**config.mk**
```make
export PLATFORM = sky130hd
export DESIGN_NAME = decoder38_seq
export DESIGN_NICKNAME = d
export VERILOG_FILES = /design/src/rtl/decoder38_seq.sv
export SDC_FILE = /design/constraint.sdc
export NUM_CORES = 1
export LEC_CHECK = 0
export BUFFER_PORTS_ARGS = -buffer_cell sky130_fd_sc_hd__buf_2
export CELL_PAD_IN_SITES_DETAIL_PLACEMENT = 0
export CELL_PAD_IN_SITES_GLOBAL_PLACEMENT = 1
export CORE_ASPECT_RATIO = 0.75
export CORE_UTILIZATION = 43
export CTS_CLUSTER_SIZE = 24
export DETAILED_ROUTE_END_ITERATION = 6
export GPL_TIMING_DRIVEN = 0
export PLACE_DENSITY = 0.76
export SLEW_MARGIN = 20
export SYNTH_ARGS = -nofsm -noshare
export SYNTH_HDL_FRONTEND = slang
export SYNTH_SLANG_ARGS = --single-unit
```
**constraint.sdc**
```tcl
create_clock -name clk -period 2.78 [get_ports clk]
set_clock_uncertainty 0.1 [all_clocks]
set_input_delay 0.139 -clock clk [delete_from_list [all_inputs] [get_ports clk]]
set_output_delay 0.139 -clock clk [all_outputs]
set_load 0.02 [all_outputs]
```
**src/rtl/decoder38_seq.sv**
```systemverilog
// rtl/decoder38_seq.sv - registered 3-to-8 decoder sequencer with valid/ready input and one-entry pending buffer
// Each accepted code drives its one-hot word for HOLD enabled cycles; e (active-low) pauses everything.
module decoder38_seq #(
  parameter int HOLD = 4,
  parameter int CW   = 8
) (
  input  logic       clk,
  input  logic       rst,
  input  logic       e,
  input  logic       code_valid,
  output logic       code_ready,
  input  logic [2:0] code,
  output logic [7:0] w,
  output logic       w_valid,
  output logic       busy
);

  typedef enum logic {IDLE, DRIVE} state_t;

  localparam int HOLD_EFF = (HOLD < 1) ? 1 : HOLD;
  localparam logic [CW-1:0] LOAD = CW'(HOLD_EFF - 1);

  state_t          state_q, state_d;
  logic [2:0]      act_code_q, act_code_d;
  logic [CW-1:0]   cnt_q, cnt_d;
  logic [2:0]      pend_code_q, pend_code_d;
  logic            pend_full_q, pend_full_d;
  logic [7:0]      w_q, w_d;
  logic            w_valid_q, w_valid_d;
  logic            busy_q, busy_d;
  logic            xfer;

  assign code_ready = ~e & ~pend_full_q;
  assign xfer       = code_valid & code_ready;

  always_comb begin
    state_d     = state_q;
    act_code_d  = act_code_q;
    cnt_d       = cnt_q;
    pend_code_d = pend_code_q;
    pend_full_d = pend_full_q;

    if (!e) begin
      case (state_q)
        IDLE: begin
          if (xfer) begin
            act_code_d = code;
            cnt_d      = LOAD;
            state_d    = DRIVE;
          end
        end
        DRIVE: begin
          if (cnt_q != '0) begin
            cnt_d = cnt_q - 1'b1;
            if (xfer) begin
              pend_code_d = code;
              pend_full_d = 1'b1;
            end
          end else if (pend_full_q) begin
            // xfer is impossible here: code_ready is low while pending is full
            act_code_d  = pend_code_q;
            cnt_d       = LOAD;
            pend_full_d = 1'b0;
          end else if (xfer) begin
            act_code_d = code;
            cnt_d      = LOAD;
          end else begin
            state_d = IDLE;
          end
        end
        default: state_d = IDLE;
      endcase
    end

    w_valid_d = (state_d == DRIVE);
    w_d       = w_valid_d ? (8'd1 << act_code_d) : 8'h00;
    busy_d    = (state_d == DRIVE) | pend_full_d;
  end

  always_ff @(posedge clk or posedge rst) begin
    if (rst) begin
      state_q     <= IDLE;
      act_code_q  <= '0;
      cnt_q       <= '0;
      pend_code_q <= '0;
      pend_full_q <= 1'b0;
      w_q         <= 8'h00;
      w_valid_q   <= 1'b0;
      busy_q      <= 1'b0;
    end else begin
      state_q     <= state_d;
      act_code_q  <= act_code_d;
      cnt_q       <= cnt_d;
      pend_code_q <= pend_code_d;
      pend_full_q <= pend_full_d;
      w_q         <= w_d;
      w_valid_q   <= w_valid_d;
      busy_q      <= busy_d;
    end
  end

  // Pause blanks the registered word without disturbing it, so it resumes intact.
  assign w       = w_q & {8{~e}};
  assign w_valid = w_valid_q & ~e;
  assign busy    = busy_q;

endmodule

```
==> results of run 1 <==
==> final cells by class <==
class                   instances  area (µm²)
repair buffers                 17       85.08
clock buffers                   4       45.04
inverters                       8       30.03
plain buffers                   3       11.26
well taps                      36       45.04
flip-flops and latches         25       625.6
fillers                       243        1257
multi-input cells              96       643.1
==> cell families (layout without fill, tap and decap cells) <==
logic type | count (synthesis) | count (layout) | synth area share
flops | 25 | 25 | 0.4776
compound gates | 31 | 31 | 0.1662
simple gates | 55 | 55 | 0.2397
fa+ha+maj | 2 | 2 | 0.01910
mux | 8 | 8 | 0.06590
buf+inv | 11 | 32 | 0.03152
==> cells in the mapped netlist (3+ instances only) <==
master	count
clkbuf_1	3
nor2_1	13
nor3b_1	6
nand2_1	4
nor3_1	9
mux2i_1	3
a21oi_1	10
o22ai_1	3
nand2b_1	4
inv_1	7
a31oi_1	3
dfrtp_1	25
mux2_2	5
nor2b_1	9
==> per-layer routing <==
layer | track usage | wire length (µm) | part of all wire | vias up
li1 | - | - | - | 520
met1 | 0.3206 | 1510 | 0.53 | 502
met4 | 0.06522 | 24 | 0.0085 | 0
met5 | 0 | 0 | 0 | -
met2 | 0.2517 | 1162 | 0.41 | 27
met3 | 0.04630 | 140 | 0.049 | 4
==> path summary, 6_finish.rpt <==
kind | cells past startpoint | endpoint | from
worst max-delay path | 8 | w_q[4] | cnt_q[0]
worst min-delay path | 2 | cnt_q[5] | rst
worst max register to register | 8 | w_q[4] | cnt_q[0]
worst min register to register | 1 | pend_code_q[1] | pend_code_q[1]
max in group asynchronous | 2 | cnt_q[6] | rst
min in group clk | 2 | pend_code_q[1] | code[1]
==> worst reg2reg max path, delay by kind of cell (launching register included) <==
family                   cells  cell delay (ps)
AO/OA/AOI/OAI                1              310
AND/OR/NAND/NOR              4             1070
buffers and inverters        2              170
flip-flops                   1              420
adder cells (fa/ha/maj)      1              200
==> registers in the layout, summed over array words and instances, names as in the netlist <==
| signal | cells |
|---|---|
| act_code_q | 3 |
| busy | 1 |
| cnt_q | 8 |
| pend_code_q | 3 |
| pend_full_q | 1 |
| w_q | 8 |
| w_valid_q | 1 |
==> cell usage in the layout, fill, tap and decap left out, types with 4 or more instances in the layout <==
cell | Yosys | final
nor3_1 | 9 | 9
mux2_2 | 5 | 5
nor2_1 | 13 | 13
inv_1 | 7 | 7
nand2_1 | 4 | 4
nor3b_1 | 6 | 6
nand2b_1 | 4 | 4
clkbuf_1 | 3 | 4
nor2b_1 | 9 | 9
dfrtp_1 | 25 | 25
a21oi_1 | 10 | 10
buf_2 | 0 | 17
==> report_power, final <==
| group | leakage [nW] | total [W] | internal, W | switching (W) |
|---|---|---|---|---|
| Combinational | 0.358 | 0.000569 | 0.000245 | 0.000324 |
| Sequential | 0.307 | 0.000608 | 0.000494 | 0.000114 |
| Clock | 0.0228 | 0.000213 | 0.000103 | 0.000111 |
| Total | 0.687 | 0.00139 | 0.000842 | 0.000549 |
==> through the flow <==
step                      setup slack, ps  area [µm²]
after global placement              499.1        1440
after CTS                           432.5        1485
after global routing                68.13        1485
after detailed placement            461.4        1440
final                               424.8        1485
after floorplan                     774.8        1310
==> results.yml, run 1 <==
die:
  dieArea_um2: 3274
  ios: 18
  rows: 16
  core_area_um2: 2743
  dieHeight_um: 49.80
  initial_utilization: 0.4776
  die_w_um: 65.74
clock_tree:
  clk_latency_ps: 270
  numCtsBuffers: 3
  cts_tree: "done"
  htreeDepth: 1
  clkTransAtPathRegs_ps: 90
  cts_resized: 0
  post_cts_buffers: 0
  clk_path_buf_depth: 2
  cts_hold_buf: 0
  cts.sinks: 25
  clockRootBuffer: "clkbuf_8"
grt:
  grt_first_pass_wirelength_um: 4816
  antenna_found_initial: 0
  grt_pass1_vias: 957
  grt_overflow_total: 0
  grt_usage: 0.1988
  grt_max_degree: 26
pwr:
  finalPower_w: 0.001390
  p_per_area_nw_per_um2: 936.2
  leakage_nw: 0.6874
  peakVddDrop_mv: 0.5093
logic_synthesis:
  ys_async_sr_fraction: 1.000
  synthDominantCellAreaShare: 0.4776
  synth_area_leaders: "dfrtp_1 (48%), mux2_2 (4.3%), nor2b_1 (4.3%)"
  syn_area_um2: 1310
  ys_types: 38
  yosysTopAreaCell: "dfrtp_1"
  synthCells: 132
  syn_area_per_cell_um2: 9.924
  ys.flop_type: "dfrtp_1"
  synthesis.nets: 141
  yosysWarnings: 0
  yosys_register_bits: 25
  synth-edff-count: 0
  ys_seq_area_frac: 0.4776
placement:
  io_buffers: 17
  place_hpwl_um: 2144
  place_inst: 185
  gp_congestion: 0.8548
route:
  drc: 0
  dr.pass1.iters: 4
  viasPerCell: 5.571
  ant_nets: 0
  initialDrtViolationCount: 68
  vias: 1053
  wl_per_cell_um: 15.02
  routed_wl_um: 2838
hold_path:
  hold_class: "input port to asynchronous set/reset pin"
cells_and_area:
  syn_to_final_growth_pct: 13.37
  utilization: 0.5415
  diodes: 0
  final_cells: 189
  finalNetCount: 163
  drive_gt1_frac: 0.2353
sta:
  timing_hold_violations_final: 25
  finalSetupViolations: 0
  worst_slew_pin_slew_ps: 935.5
  rsz0062_at_grt: "no"
  tns_ps: 0
  fin_crit_ps: 2355
  fin_hold_ws_ps: -38.03
  fmax_mhz: 424.6
  slew_headroom: 0.3756
  slew_viol_final: 0
  period_share: 0.8472
worst_setup_path:
  cp_num_buf_inv: 2
  crit_family: "simple AND/OR/NAND/NOR gates"
  r2r_slack_ps: 420
  cpMaxStageDelayCell: "dfrtp_1"
  slowest_delay_ps: 420
  required_ps: 2860
  path_class: "flop to flop"
  crit_path_start_kind: "flop"
  worstPathArrival_ps: 2440
  cp-end-kind: "flop"
  cp_max_fo: 5
  crit_top_cell: "nor3b_1"
  cp_cell_sequence: "inv_1 -> ha_1 -> nor3b_1 -> nand2_1 -> nor3_1 -> a221o_2 -> inv_2 -> nor3b_1"
status:
  violations: "hold timing"
  status: "finished with violations"
flow_run:
  drv_cap: 0
(Power assumes the default switching activity.)
==> run 2: changes to the inputs <==
--- a/config.mk
+++ b/config.mk
@@ -5,15 +5,16 @@
 export SDC_FILE = /design/constraint.sdc
 export NUM_CORES = 1
 export LEC_CHECK = 0
+export ABC_AREA = 1
 export BUFFER_PORTS_ARGS = -buffer_cell sky130_fd_sc_hd__buf_2
 export CELL_PAD_IN_SITES_DETAIL_PLACEMENT = 0
 export CELL_PAD_IN_SITES_GLOBAL_PLACEMENT = 1
 export CORE_ASPECT_RATIO = 0.75
-export CORE_UTILIZATION = 43
+export CORE_UTILIZATION = 38
 export CTS_CLUSTER_SIZE = 24
 export DETAILED_ROUTE_END_ITERATION = 6
 export GPL_TIMING_DRIVEN = 0
-export PLACE_DENSITY = 0.76
+export PLACE_DENSITY = 0.73
 export SLEW_MARGIN = 20
 export SYNTH_ARGS = -nofsm -noshare
 export SYNTH_HDL_FRONTEND = slang
==> constraint.sdc (replaced) <==
create_clock -name clk -period 2 [get_ports clk]
set_clock_uncertainty 0.1 [all_clocks]
set_input_delay 0.1 -clock clk [delete_from_list [all_inputs] [get_ports clk]]
set_output_delay 0.1 -clock clk [all_outputs]
set_load 0.02 [all_outputs]
==> results.yml, run 2 <==
grt:
  grt_first_pass_wirelength_um: 5651
  grt_max_degree: 26
  grt_usage: 0.1790
  grt_overflow_total: 0
  grt_pass1_vias: 1203
  antenna_found_initial: 0
worst_setup_path:
  crit_top_cell: "nand2_2"
  cp_num_buf_inv: 1
  cp_cell_sequence: "inv_1 -> ha_1 -> nand2_2 -> nor2_4 -> nand3_2 -> nand2_2 -> o21ai_2 -> or2_1"
  cpMaxStageDelayCell: "dfrtp_1"
  path_class: "flop to flop"
  crit_path_start_kind: "flop"
  worstPathArrival_ps: 1850
  cp-end-kind: "flop"
  crit_family: "simple AND/OR/NAND/NOR gates"
  slowest_delay_ps: 360
  cp_max_fo: 6
  required_ps: 2060
cells_and_area:
  final_cells: 264
  drive_gt1_frac: 0.2642
  diodes: 0
  finalNetCount: 222
  layout_commonest_cell: "nand2_1"
  syn_to_final_growth_pct: 13.23
  largestRegisters: "cnt_q: 8 flops, w_q: 8 flops"
  final_cell_mix: "nand2_1 (38), inv_1 (27), dfrtp_1 (25), nand3_1 (20), nor2_1 (19)"
logic_synthesis:
  synthCells: 191
  ys_seq_area_frac: 0.4136
  synthesis.nets: 200
  yosysWarnings: 0
  synthDominantCellAreaShare: 0.4136
  ys_async_sr_fraction: 1.000
  yosysMostFrequentCell: "nand2_1"
  synth-edff-count: 0
  syn_area_um2: 1513
  ys_top_cells_by_count: "nand2_1 (38), inv_1 (28), dfrtp_1 (25)"
  ys_types: 29
  yosys_register_bits: 25
  syn_area_per_cell_um2: 7.920
  ys.flop_type: "dfrtp_1"
  yosysTopAreaCell: "dfrtp_1"
  synth_area_leaders: "dfrtp_1 (41%), nand2_1 (9.4%), inv_1 (6.9%)"
route:
  initialDrtViolationCount: 63
  ant_nets: 0
  routed_wl_um: 3264
  viasPerCell: 4.784
  wl_per_cell_um: 12.36
  drc: 0
  dr.pass1.iters: 6
  vias: 1263
die:
  rows: 19
  initial_utilization: 0.4053
  core_area_um2: 3732
  dieArea_um2: 4240
  die_w_um: 74.86
  ios: 18
  dieHeight_um: 56.64
placement:
  io_buffers: 16
  gp_congestion: 0.8063
  place_hpwl_um: 2568
  pre_cts_slack_ps: 245.6
  place_inst: 259
clock_tree:
  clockRootBuffer: "clkbuf_8"
  cts_tree: "done"
  clk_latency_ps: 260
  cts_hold_buf: 1
  post_cts_buffers: 0
  cts.sinks: 25
  clkTransAtPathRegs_ps: 80
  htreeDepth: 1
  numCtsBuffers: 3
  clk_path_buf_depth: 2
  cts_resized: 0
sta:
  worst_slew_pin_slew_ps: 895.9
  timing_hold_violations_final: 0
  rsz0062_at_grt: "no"
  setup_ws_ps: 210.8
  fin_hold_ws_ps: 2.377
  slew_viol_final: 0
  tns_ps: 0
  fmax_mhz: 558.9
  slew_headroom: 0.3990
  fin_crit_ps: 1789
  finalSetupViolations: 0
  period_share: 0.8946
pwr:
  leakage_nw: 0.8907
  peakVddDrop_mv: 0.4754
  p_per_area_nw_per_um2: 844.8
hold_path:
  hold_class: "input port to flop"
status:
  status: "finished, final reports clean"
flow_run:
  drv_cap: 0
==> run 2: cell count changes in the layout (fill, tap and decap cells not counted), sizes merged, moves of 9 or more <==
cell / delta
nor2b: -9
nand2: +50
nor2: +13
nand3: +24
inv: +21
==> run 2: routing by layer <==
metal | global-route usage | up-vias | routed length, µm
met5 | 0 | - | 0
met3 | 0.04309 | 2 | 132
met1 | 0.2778 | 594 | 1680
li1 | - | 642 | -
met4 | 0.03235 | 0 | 17
met2 | 0.2510 | 25 | 1434
==> run 2: worst register-to-register path: stages (launching register included) <==
cell and delay, ps:
dfrtp_1 360, inv_1 150, ha_1 210, nand2_2 110
nor2_4 170, nand3_2 140, nand2_2 130, o21ai_2 100
or2_1 220
==> run 2: final timing paths <==
check	from	endpoint	slack [ps]	cells past startpoint
min in group asynchronous	rst	cnt_q[2]	360	3
max in group asynchronous	rst	cnt_q[6]	1030	3
worst max register to register	cnt_q[0]	busy	210	8
worst min register to register	pend_code_q[2]	pend_code_q[2]	400	2
worst max-delay path	cnt_q[0]	busy	210	8
worst min-delay path	code[2]	pend_code_q[2]	2	3
==> run 2: stage by stage <==
stage,power (W),instance area (µm²),utilization
final,0.001447,1713,0.4589
after CTS,0.001460,1713,0.4589
after floorplan,0.001049,1513,-
after global routing,0.001558,1713,0.4589
after detailed placement,0.001160,1658,0.4442
after global placement,0.001150,1658,0.4442
==> run 2: logic make-up after synthesis <==
| kind of cell | Yosys count | synth area share |
|---|---|---|
| simple gates | 111 | 0.4028 |
| fa+ha+maj | 2 | 0.01654 |
| compound gates | 20 | 0.07775 |
| flops | 25 | 0.4136 |
| buf+inv | 33 | 0.08932 |
==> run 2: cell type report <==
| class | instances | area (µm²) |
|---|---|---|
| Fill cell | 370 | 2019 |
| Multi-Input combinational cell | 133 | 752.0 |
| Sequential cell | 25 | 625.6 |
| Inverter | 30 | 115.1 |
| Timing Repair Buffer | 17 | 90.09 |
| Tap cell | 52 | 65.06 |
| Clock buffer | 4 | 45.04 |
| Buffer | 3 | 20.02 |
==> run 2: power by group <==
part / internal [W] / switching, W
Sequential: 0.000591 / 0.0000605
Clock: 0.000142 / 0.000153
Combinational: 0.000167 / 0.000332
==> run 3: changes to the inputs <==
--- a/config.mk
+++ b/config.mk
@@ -13,7 +13,6 @@
 export CORE_UTILIZATION = 38
 export CTS_CLUSTER_SIZE = 24
 export DETAILED_ROUTE_END_ITERATION = 6
-export GPL_TIMING_DRIVEN = 0
 export PLACE_DENSITY = 0.73
 export SLEW_MARGIN = 20
 export SYNTH_ARGS = -nofsm -noshare
==> constraint.sdc (replaced) <==
create_clock -name clk -period 2 [get_ports clk]
set_clock_uncertainty 0.1 [all_clocks]
set_input_delay 0.4 -clock clk [delete_from_list [all_inputs] [get_ports clk]]
set_output_delay 0.4 -clock clk [all_outputs]
set_load 0.02 [all_outputs]
==> results.yml, run 3 (synthesis gave the netlist of run 2 again) <==
sta:
  worst_slew_pin_slew_ps: 338.5
  finalSetupViolations: 0
  fmax_mhz: 565.3
  slew_headroom: 0.7743
  rsz0062_at_grt: "no"
  timing_hold_violations_final: 0
  setup_ws_ps: 231.1
  tns_ps: 0
  period_share: 0.8844
  slew_viol_final: 0
  fin_crit_ps: 1769
  fin_hold_ws_ps: 69.06
worst_setup_path:
  path_class: "flop to flop"
  rr_worst_depth: 8
  worstPathArrival_ps: 1820
  cp-end-kind: "flop"
  crit_path_start_kind: "flop"
  cp_max_fo: 6
  required_ps: 2050
pwr:
  power.internal_w: 0.0008983
  swShare: 0.3801
  leakage_nw: 0.8917
  p_per_area_nw_per_um2: 850.9
  peakVddDrop_mv: 0.4536
  seqPwrFrac: 0.457
  p_sw_w: 0.0005507
  clockPowerShare: 0.205
  combPwrFrac: 0.338
cells_and_area:
  final_cell_mix: "nand2_1 (38), inv_1 (28), dfrtp_1 (25), nand3_1 (20), nor2_1 (19)"
  largestRegisters: "cnt_q: 8 flops, w_q: 8 flops"
  drive_gt1_frac: 0.2701
  finalNetCount: 221
  diodes: 0
  layout_commonest_cell: "nand2_1"
  final_cells: 263
  syn_to_final_growth_pct: 12.57
clock_tree:
  cts.sinks: 25
  clk_latency_ps: 260
  clk_path_buf_depth: 2
  cts_tree: "done"
  clkTransAtPathRegs_ps: 80
  post_cts_buffers: 0
  cts_hold_buf: 0
  htreeDepth: 1
  numCtsBuffers: 3
  clockRootBuffer: "clkbuf_8"
  cts_resized: 0
route:
  routed_wl_um: 3275
  dr.pass1.iters: 4
  viasPerCell: 4.795
  drc: 0
  wl_per_cell_um: 12.45
  vias: 1261
  initialDrtViolationCount: 67
  ant_nets: 0
grt:
  grt_overflow_total: 0
  grt_usage: 0.1796
  grt_first_pass_wirelength_um: 5692
  antenna_found_initial: 0
  grt_pass1_vias: 1207
  grt_max_degree: 26
flow_run:
  drv_cap: 0
hold_path:
  hold_class: "input port to asynchronous set/reset pin"
die:
  dieArea_um2: 4240
  initial_utilization: 0.4053
  core_area_um2: 3732
  die_w_um: 74.86
  dieHeight_um: 56.64
  ios: 18
  rows: 19
placement:
  gp_congestion: 0.8184
  io_buffers: 17
  place_inst: 259
  pre_cts_slack_ps: 206.3
  place_hpwl_um: 2598
status:
  status: "finished, final reports clean"
run 3: cell type report:
cell class              instances  area (µm²)
fillers                       382        2029
multi-input cells             133       752.0
flip-flops and latches         25       625.6
inverters                      30       115.1
repair buffers                 19       100.1
well taps                      52       65.06
clock buffers                   4       45.04
run 3: layer usage:
layer / up-vias / wire (µm) / part of all wire / track usage
li1: 642 / - / - / -
met1: 595 / 1608 / 0.49 / 0.2579
met2: 22 / 1525 / 0.47 / 0.2767
met3: 2 / 123 / 0.038 / 0.04309
met4: 0 / 17 / 0.0052 / 0.02965
met5: - / 0 / 0 / 0
run 3: worst paths after layout:
check,endpoint,slack [ps],startpoint
max in group asynchronous,pend_code_q[2],1490,rst
hold / removal,cnt_q[2],70,rst
hold reg to reg,pend_code_q[1],390,pend_code_q[1]
setup / recovery,busy,230,cnt_q[0]
setup reg to reg,busy,230,cnt_q[0]
min in group clk,pend_code_q[1],300,code[1]
run 3: power by group through the flow:
| stage | Sequential [W] | Combinational [W] | Clock (W) |
|---|---|---|---|
| 2_1_floorplan | 0.000647 | 0.000402 | 0 |
| 3_3_place_gp | 0.000669 | 0.000482 | 0 |
| 3_5_place_dp | 0.000670 | 0.000491 | 0 |
| 4_1_cts | 0.000661 | 0.000493 | 0.000308 |
| 5_1_grt | 0.000675 | 0.000555 | 0.000339 |
| 6_report | 0.000663 | 0.000490 | 0.000297 |
run 3: per-stage QoR:
| stage | cell area, µm² | util | total power (W) |
|---|---|---|---|
| 2_1_floorplan | 1513 | - | 0.001049 |
| 3_3_place_gp | 1658 | 0.4442 | 0.001151 |
| 3_5_place_dp | 1658 | 0.4442 | 0.001161 |
| 4_1_cts | 1703 | 0.4563 | 0.001462 |
| 5_1_grt | 1703 | 0.4563 | 0.001569 |
| 6_report | 1703 | 0.4563 | 0.001449 |
run 3: worst max-delay path, stage by stage, from the launching register on:
cell and delay, ps:
dfrtp_1 390, inv_1 140, ha_1 180, nand2_2 110, nor2_4 180, nand3_2 130
nand2_2 120, o21ai_2 100, or2_1 230
